--- src/rtl/pipe_ctrl_if.sv ---
// Pipeline control bundle: hazard/status inputs from the ID/EX/MEM stages and the
// stall, bubble, flush and redirect controls going back to them.
// Purely a wiring container; timing is defined by pipe_ctrl.
interface pipe_ctrl_if;
    logic        id_reg1_read;
    logic        id_reg2_read;
    logic [4:0]  id_reg1_addr;
    logic [4:0]  id_reg2_addr;
    logic        ex_is_load;
    logic [4:0]  ex_wd;
    logic        ex_wreg;
    logic        ex_mc_req;
    logic        mc_done;
    logic        ex_branch_taken;
    logic [31:0] ex_branch_target;
    logic        mem_stall_req;

    logic        stall_pc;
    logic        stall_if_id;
    logic        stall_id_ex;
    logic        stall_ex_mem;
    logic        bubble_id_ex;
    logic        bubble_ex_mem;
    logic        flush_if_id;
    logic        redirect_valid;
    logic [31:0] redirect_pc;
    logic        mc_start;
    logic        mc_error;
    logic [1:0]  state;
    logic [31:0] stall_cycles;

    // Controller side
    modport slave (
        input  id_reg1_read, id_reg2_read, id_reg1_addr, id_reg2_addr,
               ex_is_load, ex_wd, ex_wreg, ex_mc_req, mc_done,
               ex_branch_taken, ex_branch_target, mem_stall_req,
        output stall_pc, stall_if_id, stall_id_ex, stall_ex_mem,
               bubble_id_ex, bubble_ex_mem, flush_if_id, redirect_valid,
               redirect_pc, mc_start, mc_error, state, stall_cycles
    );

    // Pipeline side
    modport master (
        output id_reg1_read, id_reg2_read, id_reg1_addr, id_reg2_addr,
               ex_is_load, ex_wd, ex_wreg, ex_mc_req, mc_done,
               ex_branch_taken, ex_branch_target, mem_stall_req,
        input  stall_pc, stall_if_id, stall_id_ex, stall_ex_mem,
               bubble_id_ex, bubble_ex_mem, flush_if_id, redirect_valid,
               redirect_pc, mc_start, mc_error, state, stall_cycles
    );
endinterface

--- src/rtl/pipe_ctrl.sv ---
// Pipeline hazard controller: load-use stall, branch redirect, multi-cycle op wait with timeout.
// Latency: stall/bubble/flush/redirect are combinational in the same cycle; FSM, counters are registered.
// Backpressure: mem_stall_req holds every pipeline register and freezes the FSM and wait counter.
module pipe_ctrl #(
    parameter int unsigned MC_TIMEOUT = 32
) (
    input  logic       clk,
    input  logic       rst,
    pipe_ctrl_if.slave pc
);
    typedef enum logic [1:0] {
        RUN     = 2'd0,
        MC_WAIT = 2'd1
    } state_e;

    localparam int unsigned CW = (MC_TIMEOUT > 1) ? $clog2(MC_TIMEOUT) : 1;
    localparam logic [CW-1:0] LAST = CW'(MC_TIMEOUT - 1);

    state_e        state_q, state_d;
    logic [CW-1:0] cnt_q, cnt_d;
    logic          err_q, err_d;
    logic [31:0]   stall_cycles_q, stall_cycles_d;

    logic        in_wait;
    logic        load_use;
    logic        stall_pc, stall_if_id, stall_id_ex, stall_ex_mem;
    logic        bubble_id_ex, bubble_ex_mem, flush_if_id, redirect_valid, mc_start;
    logic [31:0] redirect_pc;

    // Encodings other than MC_WAIT (including the unused ones) behave as RUN.
    assign in_wait = (state_q == MC_WAIT);

    // Consumer in ID reads the register the load in EX will write; r0 never hazards.
    assign load_use = pc.ex_is_load && pc.ex_wreg && (pc.ex_wd != 5'd0) &&
                      ((pc.id_reg1_read && (pc.id_reg1_addr == pc.ex_wd)) ||
                       (pc.id_reg2_read && (pc.id_reg2_addr == pc.ex_wd)));

    // Priority decode: MEM backpressure > multi-cycle wait > branch > multi-cycle issue > load-use.
    always_comb begin
        stall_pc       = 1'b0;
        stall_if_id    = 1'b0;
        stall_id_ex    = 1'b0;
        stall_ex_mem   = 1'b0;
        bubble_id_ex   = 1'b0;
        bubble_ex_mem  = 1'b0;
        flush_if_id    = 1'b0;
        redirect_valid = 1'b0;
        redirect_pc    = 32'd0;
        mc_start       = 1'b0;
        if (in_wait) state_d = MC_WAIT;
        else         state_d = RUN;
        cnt_d          = cnt_q;
        err_d          = err_q;
        if (!rst) begin
            if (pc.mem_stall_req) begin
                stall_pc     = 1'b1;
                stall_if_id  = 1'b1;
                stall_id_ex  = 1'b1;
                stall_ex_mem = 1'b1;
            end else if (in_wait) begin
                if (pc.mc_done) begin
                    // Result ready (also wins over a same-cycle timeout): let it advance.
                    state_d = RUN;
                end else begin
                    stall_pc      = 1'b1;
                    stall_if_id   = 1'b1;
                    stall_id_ex   = 1'b1;
                    bubble_ex_mem = 1'b1;
                    if (cnt_q == LAST) begin
                        err_d   = 1'b1;
                        state_d = RUN;
                    end else begin
                        cnt_d = cnt_q + CW'(1);
                    end
                end
            end else if (pc.ex_branch_taken) begin
                flush_if_id    = 1'b1;
                bubble_id_ex   = 1'b1;
                redirect_valid = 1'b1;
                redirect_pc    = pc.ex_branch_target;
            end else if (pc.ex_mc_req) begin
                mc_start      = 1'b1;
                stall_pc      = 1'b1;
                stall_if_id   = 1'b1;
                stall_id_ex   = 1'b1;
                bubble_ex_mem = 1'b1;
                state_d       = MC_WAIT;
                cnt_d         = '0;
            end else if (load_use) begin
                // The load moves on to MEM next cycle, so this yields exactly one bubble.
                stall_pc     = 1'b1;
                stall_if_id  = 1'b1;
                bubble_id_ex = 1'b1;
            end
        end
    end

    // Saturating count of cycles in which fetch was held.
    assign stall_cycles_d = (stall_pc && (stall_cycles_q != 32'hFFFF_FFFF)) ?
                            stall_cycles_q + 32'd1 : stall_cycles_q;

    // All controller state; reset aborts any wait without flagging an error.
    always_ff @(posedge clk) begin
        if (rst) begin
            state_q        <= RUN;
            cnt_q          <= '0;
            err_q          <= 1'b0;
            stall_cycles_q <= 32'd0;
        end else begin
            state_q        <= state_d;
            cnt_q          <= cnt_d;
            err_q          <= err_d;
            stall_cycles_q <= stall_cycles_d;
        end
    end

    assign pc.stall_pc       = stall_pc;
    assign pc.stall_if_id    = stall_if_id;
    assign pc.stall_id_ex    = stall_id_ex;
    assign pc.stall_ex_mem   = stall_ex_mem;
    assign pc.bubble_id_ex   = bubble_id_ex;
    assign pc.bubble_ex_mem  = bubble_ex_mem;
    assign pc.flush_if_id    = flush_if_id;
    assign pc.redirect_valid = redirect_valid;
    assign pc.redirect_pc    = redirect_pc;
    assign pc.mc_start       = mc_start;
    assign pc.mc_error       = err_q;
    assign pc.state          = state_q;
    assign pc.stall_cycles   = stall_cycles_q;
endmodule

--- src/flat_wrapper.sv ---
// flat-port wrapper written by rule: the top's interface ports become plain ports
module pipe_ctrl_flat 
#(
    parameter int unsigned MC_TIMEOUT = 32
)
  (clk, rst, pc_id_reg1_read, pc_id_reg2_read, pc_id_reg1_addr, pc_id_reg2_addr, pc_ex_is_load, pc_ex_wd, pc_ex_wreg, pc_ex_mc_req, pc_mc_done, pc_ex_branch_taken, pc_ex_branch_target, pc_mem_stall_req, pc_stall_pc, pc_stall_if_id, pc_stall_id_ex, pc_stall_ex_mem, pc_bubble_id_ex, pc_bubble_ex_mem, pc_flush_if_id, pc_redirect_valid, pc_redirect_pc, pc_mc_start, pc_mc_error, pc_state, pc_stall_cycles);
  pipe_ctrl_if pc_i ();
  input  logic clk;
  input  logic rst;
  input wire logic [$bits(pc_i.id_reg1_read)-1:0] pc_id_reg1_read;
  input wire logic [$bits(pc_i.id_reg2_read)-1:0] pc_id_reg2_read;
  input wire logic [$bits(pc_i.id_reg1_addr)-1:0] pc_id_reg1_addr;
  input wire logic [$bits(pc_i.id_reg2_addr)-1:0] pc_id_reg2_addr;
  input wire logic [$bits(pc_i.ex_is_load)-1:0] pc_ex_is_load;
  input wire logic [$bits(pc_i.ex_wd)-1:0] pc_ex_wd;
  input wire logic [$bits(pc_i.ex_wreg)-1:0] pc_ex_wreg;
  input wire logic [$bits(pc_i.ex_mc_req)-1:0] pc_ex_mc_req;
  input wire logic [$bits(pc_i.mc_done)-1:0] pc_mc_done;
  input wire logic [$bits(pc_i.ex_branch_taken)-1:0] pc_ex_branch_taken;
  input wire logic [$bits(pc_i.ex_branch_target)-1:0] pc_ex_branch_target;
  input wire logic [$bits(pc_i.mem_stall_req)-1:0] pc_mem_stall_req;
  output wire logic [$bits(pc_i.stall_pc)-1:0] pc_stall_pc;
  output wire logic [$bits(pc_i.stall_if_id)-1:0] pc_stall_if_id;
  output wire logic [$bits(pc_i.stall_id_ex)-1:0] pc_stall_id_ex;
  output wire logic [$bits(pc_i.stall_ex_mem)-1:0] pc_stall_ex_mem;
  output wire logic [$bits(pc_i.bubble_id_ex)-1:0] pc_bubble_id_ex;
  output wire logic [$bits(pc_i.bubble_ex_mem)-1:0] pc_bubble_ex_mem;
  output wire logic [$bits(pc_i.flush_if_id)-1:0] pc_flush_if_id;
  output wire logic [$bits(pc_i.redirect_valid)-1:0] pc_redirect_valid;
  output wire logic [$bits(pc_i.redirect_pc)-1:0] pc_redirect_pc;
  output wire logic [$bits(pc_i.mc_start)-1:0] pc_mc_start;
  output wire logic [$bits(pc_i.mc_error)-1:0] pc_mc_error;
  output wire logic [$bits(pc_i.state)-1:0] pc_state;
  output wire logic [$bits(pc_i.stall_cycles)-1:0] pc_stall_cycles;
  assign pc_i.id_reg1_read = pc_id_reg1_read;
  assign pc_i.id_reg2_read = pc_id_reg2_read;
  assign pc_i.id_reg1_addr = pc_id_reg1_addr;
  assign pc_i.id_reg2_addr = pc_id_reg2_addr;
  assign pc_i.ex_is_load = pc_ex_is_load;
  assign pc_i.ex_wd = pc_ex_wd;
  assign pc_i.ex_wreg = pc_ex_wreg;
  assign pc_i.ex_mc_req = pc_ex_mc_req;
  assign pc_i.mc_done = pc_mc_done;
  assign pc_i.ex_branch_taken = pc_ex_branch_taken;
  assign pc_i.ex_branch_target = pc_ex_branch_target;
  assign pc_i.mem_stall_req = pc_mem_stall_req;
  assign pc_stall_pc = pc_i.stall_pc;
  assign pc_stall_if_id = pc_i.stall_if_id;
  assign pc_stall_id_ex = pc_i.stall_id_ex;
  assign pc_stall_ex_mem = pc_i.stall_ex_mem;
  assign pc_bubble_id_ex = pc_i.bubble_id_ex;
  assign pc_bubble_ex_mem = pc_i.bubble_ex_mem;
  assign pc_flush_if_id = pc_i.flush_if_id;
  assign pc_redirect_valid = pc_i.redirect_valid;
  assign pc_redirect_pc = pc_i.redirect_pc;
  assign pc_mc_start = pc_i.mc_start;
  assign pc_mc_error = pc_i.mc_error;
  assign pc_state = pc_i.state;
  assign pc_stall_cycles = pc_i.stall_cycles;
  pipe_ctrl #(.MC_TIMEOUT(MC_TIMEOUT)) u_core (.clk(clk), .rst(rst), .pc(pc_i));
endmodule
--- config.mk ---
export PLATFORM = sky130hd
export DESIGN_NAME = pipe_ctrl_flat
export DESIGN_NICKNAME = d
export VERILOG_FILES = /design/src/rtl/pipe_ctrl_if.sv /design/src/rtl/pipe_ctrl.sv /design/src/flat_wrapper.sv
export SDC_FILE = /design/constraint.sdc
export NUM_CORES = 1
export LEC_CHECK = 0
export BUFFER_PORTS_ARGS = -buffer_cell sky130_fd_sc_hd__buf_4
export CAP_MARGIN = 20
export CORE_MARGIN = 4
export CORE_UTILIZATION = 40
export CTS_BUF_LIST = sky130_fd_sc_hd__clkbuf_8
export CTS_CLUSTER_DIAMETER = 120
export DETAILED_ROUTE_END_ITERATION = 7
export PLACE_DENSITY = 0.8
export SKIP_LAST_GASP = 1
export SLEW_MARGIN = 25
export SYNTH_ARGS = -nofsm -noshare
export SYNTH_HDL_FRONTEND = slang
export SYNTH_SLANG_ARGS = --single-unit
--- constraint.sdc ---
create_clock -name clk -period 3.45 [get_ports clk]
set_input_delay 0.69 -clock clk [delete_from_list [all_inputs] [get_ports clk]]
set_output_delay 0.69 -clock clk [all_outputs]
set_load 0.03 [all_outputs]
---- Word level (Yosys, flattened, before mapping) ----
Index checks and enable logic that the tools add are counted.
Widths: inputs -> output; s select.
cells by class
  add/subtract/negate cells ............... 2
  multiply operators ...................... 0
  divide/modulo/power cells ............... 0
  order comparisons ....................... 0
  eq/ne operators ......................... 8
  shifts and indexed selects .............. 0
  muxes and demuxes ....................... 44
  bitwise gates (word level) .............. 2
  reduce and logical (&&, ||, !) cells .... 11
operators with widths
  cell                   count
  $mux 32                4
  $add 32x1->32 const B  1
  $ne 32x32->1 const B   1
  $mux 1                 31
  $mux 5                 5
  $eq 5x5->1             2
  $mux 2                 4
  $logic_and 1x1->1      6
  $add 5x1->5 const B    1
  $eq 5x5->1 const B     1
  $reduce_and 5->1       1
  $reduce_bool 5->1      1
  $ne 2x2->1 const B     2
  $reduce_and 4->1       1
  $eq 2x1->1 const B     1
  $ne 2x1->1 const B     1
  $not 1->1              2
  $reduce_bool 2->1      1
  $logic_or 1x1->1       1
storage, ports and cells
  register bits ........................... 40
  latch bits .............................. 0
  memory bits (writable) .................. 0
  bits in read-only memories .............. 0
  bits of input ports ..................... 57
  output and inout port bits .............. 76
  word-level logic and storage cells ...... 71
  memories kept ........................... 0

---- Logic depth before layout (Yosys ltp) ----
  word-level depth ........................ 11
  depth in mapped cells ................... 10

---- Worst setup path after synthesis ----
Ideal clock, no wire load.
  path kind ............................... input to output
  start ................................... input port pc_mem_stall_req
  end ..................................... output port pc_redirect_pc[22]
  arrival time ............................ 2.255 ns
  setup slack ............................. 0.505 ns
  stages on the path ...................... 4
  buffers on the path ..................... 2
  cell sequence ........................... clkbuf_1 > nor4b_1 > clkbuf_1 > and2_1
between the ends
  word-level cells in the longest chain between the ends .. 2
ends and longest elaborated chain
  what             line                source
  start, declared  flat_wrapper.sv:21  input wire logic [$bits(pc_i.mem_stall_req)-1:0] pc_mem_stall_req;
  $mux 32          pipe_ctrl.sv:55     if (pc.mem_stall_req) begin
  $mux 32          pipe_ctrl.sv:54     if (!rst) begin
  end, declared    flat_wrapper.sv:30  output wire logic [$bits(pc_i.redirect_pc)-1:0] pc_redirect_pc;
Every way passes these cells.

---- Final worst setup path ----
  start ................................... input port pc_ex_wd[1]
  end ..................................... output port pc_stall_if_id
between the ends
  word-level cells in the longest chain between the ends .. 10
ends and longest elaborated chain
  what                                         line                              source
  start, declared                              flat_wrapper.sv:15                input wire logic [$bits(pc_i.ex_wd)-1:0] pc_ex_wd;
  $eq 5x5->1, on equally long branches         pipe_ctrl.sv:35, pipe_ctrl.sv:36
  $logic_and 1x1->1, on equally long branches  pipe_ctrl.sv:35, pipe_ctrl.sv:36
  $logic_or 1x1->1                             pipe_ctrl.sv:35                   ((pc.id_reg1_read && (pc.id_reg1_addr == pc.ex_wd)) ||
  $logic_and 1x1->1 *                          pipe_ctrl.sv:34                   assign load_use = pc.ex_is_load && pc.ex_wreg && (pc.ex_wd != 5'd0) &&
  $mux 1 *                                     pipe_ctrl.sv:89                   end else if (load_use) begin
  $mux 1 *                                     pipe_ctrl.sv:81                   end else if (pc.ex_mc_req) begin
  $mux 1 *                                     pipe_ctrl.sv:76                   end else if (pc.ex_branch_taken) begin
  $mux 1 *                                     pipe_ctrl.sv:60                   end else if (in_wait) begin
  $mux 1 *                                     pipe_ctrl.sv:55
  $mux 1 *                                     pipe_ctrl.sv:54
  end, declared                                flat_wrapper.sv:23                output wire logic [$bits(pc_i.stall_if_id)-1:0] pc_stall_if_id;
Every way passes the cells marked *; elsewhere a longest branch is shown, timed or not.

==> flow_summary_export.csv <==
group,metric,value,unit
outcome,status,"finished clean",
clock_tree,cts_resized,0,
setup_path,cp.arrival,2.10,ns
global_route,grt_pass1_wl,11900,um
clock_tree,clockBufferDepth,2,
timing,hold_viol,0,
synth,synth_top_area_share,32.0,%
die,die_w,86.1,um
power,p_sw_share,24.6,%
power,p_per_area,307,nW/um^2
synth,synth_area_per_cell,7.94,sq um
synth,synth_edf_count,0,
flow_run,cap_violations,0,
timing,finalSetupTns,0,ns
timing,fmax,359,MHz
route,top_layer_used,"met4",
final_layout,utilization,60.2,%
route,avgRoutedWirePerCell,15.4,um
final_layout,fin_cells,504,
power,combPwrFrac,17.3,%
route,wl_met2,3920,um
global_route,first_global_vias,2431,
timing,slew_violations,0,
route,wl_met1,3520,um
clock_tree,clock_sinks,39,
power,irDropWorstVdd,0.251,mV
synth,syn_inst,307,
global_route,grtUsageTotal,19.9,%
setup_path,reg2reg_slack,0.90,ns
final_layout,seqCellArea,781,sq um
setup_path,ff2ff_path_depth,7,
die,io_pins,133,
power,power.internal,0.000826,W
clock_tree,post-cts-setup-buffer-count,0,
synth,ys_seq_elements,39,
die,die_height,86.1,um
power,p_switching,0.000270,W
synth,synth.area.top_cells,"dfxtp_1 (32%), and2_1 (8.7%), a21oi_1 (4.5%), xnor2_1 (4.3%), nand3_1 (3.1%)",
setup_path,crit_type,"input pin to output pin",
global_route,grt_max_degree,40,
clock_tree,cts-htree-levels,2,
route,wirelength,7770,um
setup_path,required,2.76,ns
route,drt_first_iter_violations,86,
synth,synth_fp_nets,367,
die,die_area,7410,sq um
timing,skew,0.00823,ns
setup_path,r2r-end,"u_core.pc.stall_cycles[19]",
route,drtAntennaViolNets,0,
hold_path,hold_path_depth,2,
hold_path,holdPathEnd,"u_core.cnt_q[4]",
clock_tree,cts-buffers-inserted,5,
route,num_vias,2640,
setup_path,cp-start-kind,"input pin",
timing,rsz0062_at_grt,"no",
power,pwr-share-clk,41.2,%
clock_tree,clkTransAtPathRegs,0.07,ns
clock_tree,root_buffer,"clkbuf_8",
die,core_area,5920,sq um
die,start_util,41.2,%
final_layout,nets,488,
final_layout,final_common_cell,"buf_4",
hold_path,hp-class,"flip-flop to flip-flop",
placement,dp_hpwl,6010,um
timing,post-route-min-period,2.79,ns
global_route,overflow,0,
synth,ys.flop_type,"dfxtp_1",
synth,synth.distinct_cells,52,
route,drc_errors,0,
power,p_seq_share,41.5,%
clock_tree,clock_latency,0.30,ns
final_layout,final_cell_mix,"buf_4 (134), dfxtp_1 (39), and2_1 (34)",
route,drtPass1Iterations,4,
timing,setup_viol,0,
clock_tree,cts_hold_buf,0,
hold_path,hold_start,"u_core.cnt_q[4]",
final_layout,diodes,0,
setup_path,cp-end-kind,"output pin",
placement,dp.cells,496,
synth,yosys.area.top_type,"dfxtp_1",
timing,fin_crit_sh,80.7,%
placement,gp_congestion,0.799,
clock_tree,cts_tree,"built",
placement,io_buffers,131,
synth,synth-seq-area-share,32.0,%
final_layout,synthToLayoutAreaGrowth,46.3,%
synth,netlist_area,2440,sq um
synth,yosys_warnings,0,
route,viasPerCell,5.24,
final_layout,layout-drive-gt1-share,35.2,%
final_layout,n_fill_cell,542,
final_layout,multi_input_area,1510,sq um
global_route,antenna_found_initial,0,
die,placementRows,28,
power,p_leak,1.52,nW
synth,synthArstFlopShare,0,%
setup_path,path_max_fanout,3,
route,wl_met3,281,um
setup_path,reg2reg_from,"u_core.pc.stall_cycles[0]",
[worst max path at each step]
stage | from | endpoint | slack [ns] | cells after the start
2_1_floorplan | pc_mem_stall_req | pc_redirect_pc[22] | 0.51 | 4
3_3_place_gp | pc_ex_wd[1] | pc_stall_if_id | 0.63 | 6
3_5_place_dp | pc_ex_wd[1] | pc_stall_if_id | 0.64 | 6
4_1_cts | pc_ex_wd[1] | pc_stall_if_id | 0.63 | 6
5_1_grt | pc_ex_wd[1] | pc_stall_pc | 0.55 | 6
6_report | pc_ex_wd[1] | pc_stall_if_id | 0.66 | 6
[registers in the layout, summed over array words and instances, names as in the netlist]
register,cells
u_core.cnt_q,5
u_core.pc.mc_error,1
u_core.pc.stall_cycles,32
u_core.pc.state,1
[power by group through the flow]
stage / sequential [W] / clock [W] / combinational [W]
floorplan: 0.000466 / 0 / 0.000103
global placement: 0.000466 / 0 / 0.000187
detailed placement: 0.000466 / 0 / 0.000189
CTS: 0.000455 / 0.000459 / 0.000190
global route: 0.000456 / 0.000479 / 0.000203
finish: 0.000455 / 0.000452 / 0.000189
[layer usage]
layer  track usage, %  vias to the layer above
met5                0                        -
met2             33.6                       50
li1                 -                     1346
met4             3.88                        0
met3             4.13                        4
met1             26.3                     1240
[stage by stage]
step / setup slack [ns] / total power, W / hold slack (ns) / area (sq um)
final: 0.664 / 0.00110 / 0.485 / 3570
after global routing: 0.554 / 0.00114 / 0.524 / 3570
after CTS: 0.627 / 0.00110 / 0.484 / 3570
after detailed placement: 0.636 / 0.000655 / 0.472 / 3430
after floorplan: 0.505 / 0.000569 / 0.450 / 2440
after global placement: 0.628 / 0.000652 / 0.460 / 3430
[area by class of cell]
type	instances	share of cell area [%]
Clock buffer	5	1.93
Inverter	12	1.30
Clock inverter	3	1.79
Sequential cell	39	21.9
Timing Repair Buffer	134	28.2
Tap cell	75	2.63
Multi-Input combinational cell	236	42.2
[cells by family (layout without fill, tap and decap cells)]
family | after synthesis | count (layout) | share of synthesized area [%]
compound gates | 58 | 58 | 15.6
xor+xnor | 15 | 15 | 5.39
fa+ha+maj | 3 | 3 | 1.54
buf+inv | 32 | 154 | 6.42
flops | 39 | 39 | 32.0
mux | 7 | 7 | 3.08
other cells | 1 | 1 | 0.154
simple gates | 152 | 152 | 35.8
[worst max-delay path, stage by stage]
cell and delay, ns:
buf_4 0.12, or3_1 0.39, o311a_1 0.32, a21oi_1 0.28
inv_1 0.11, buf_4 0.18
[cell usage after synthesis (all sizes together) (2+ instances only)]
library cell  count
o31a              2
o41ai             3
nor3              7
and2             35
and3              5
nor2b             3
o311ai            3
nand3            15
or3               7
mux2i             3
xnor2            12
nand2b            4
or4              10
o31ai            10
and4              4
a21oi            22
dfxtp            39
xor2              3
o21ai             7
nor2             18
mux2              4
clkbuf           12
buf               8
inv              11
nand4            11
o211ai            2
ha                3
nor4              5
nor3b             2
nand2            20
or2               2
(Power assumes the default switching activity.)
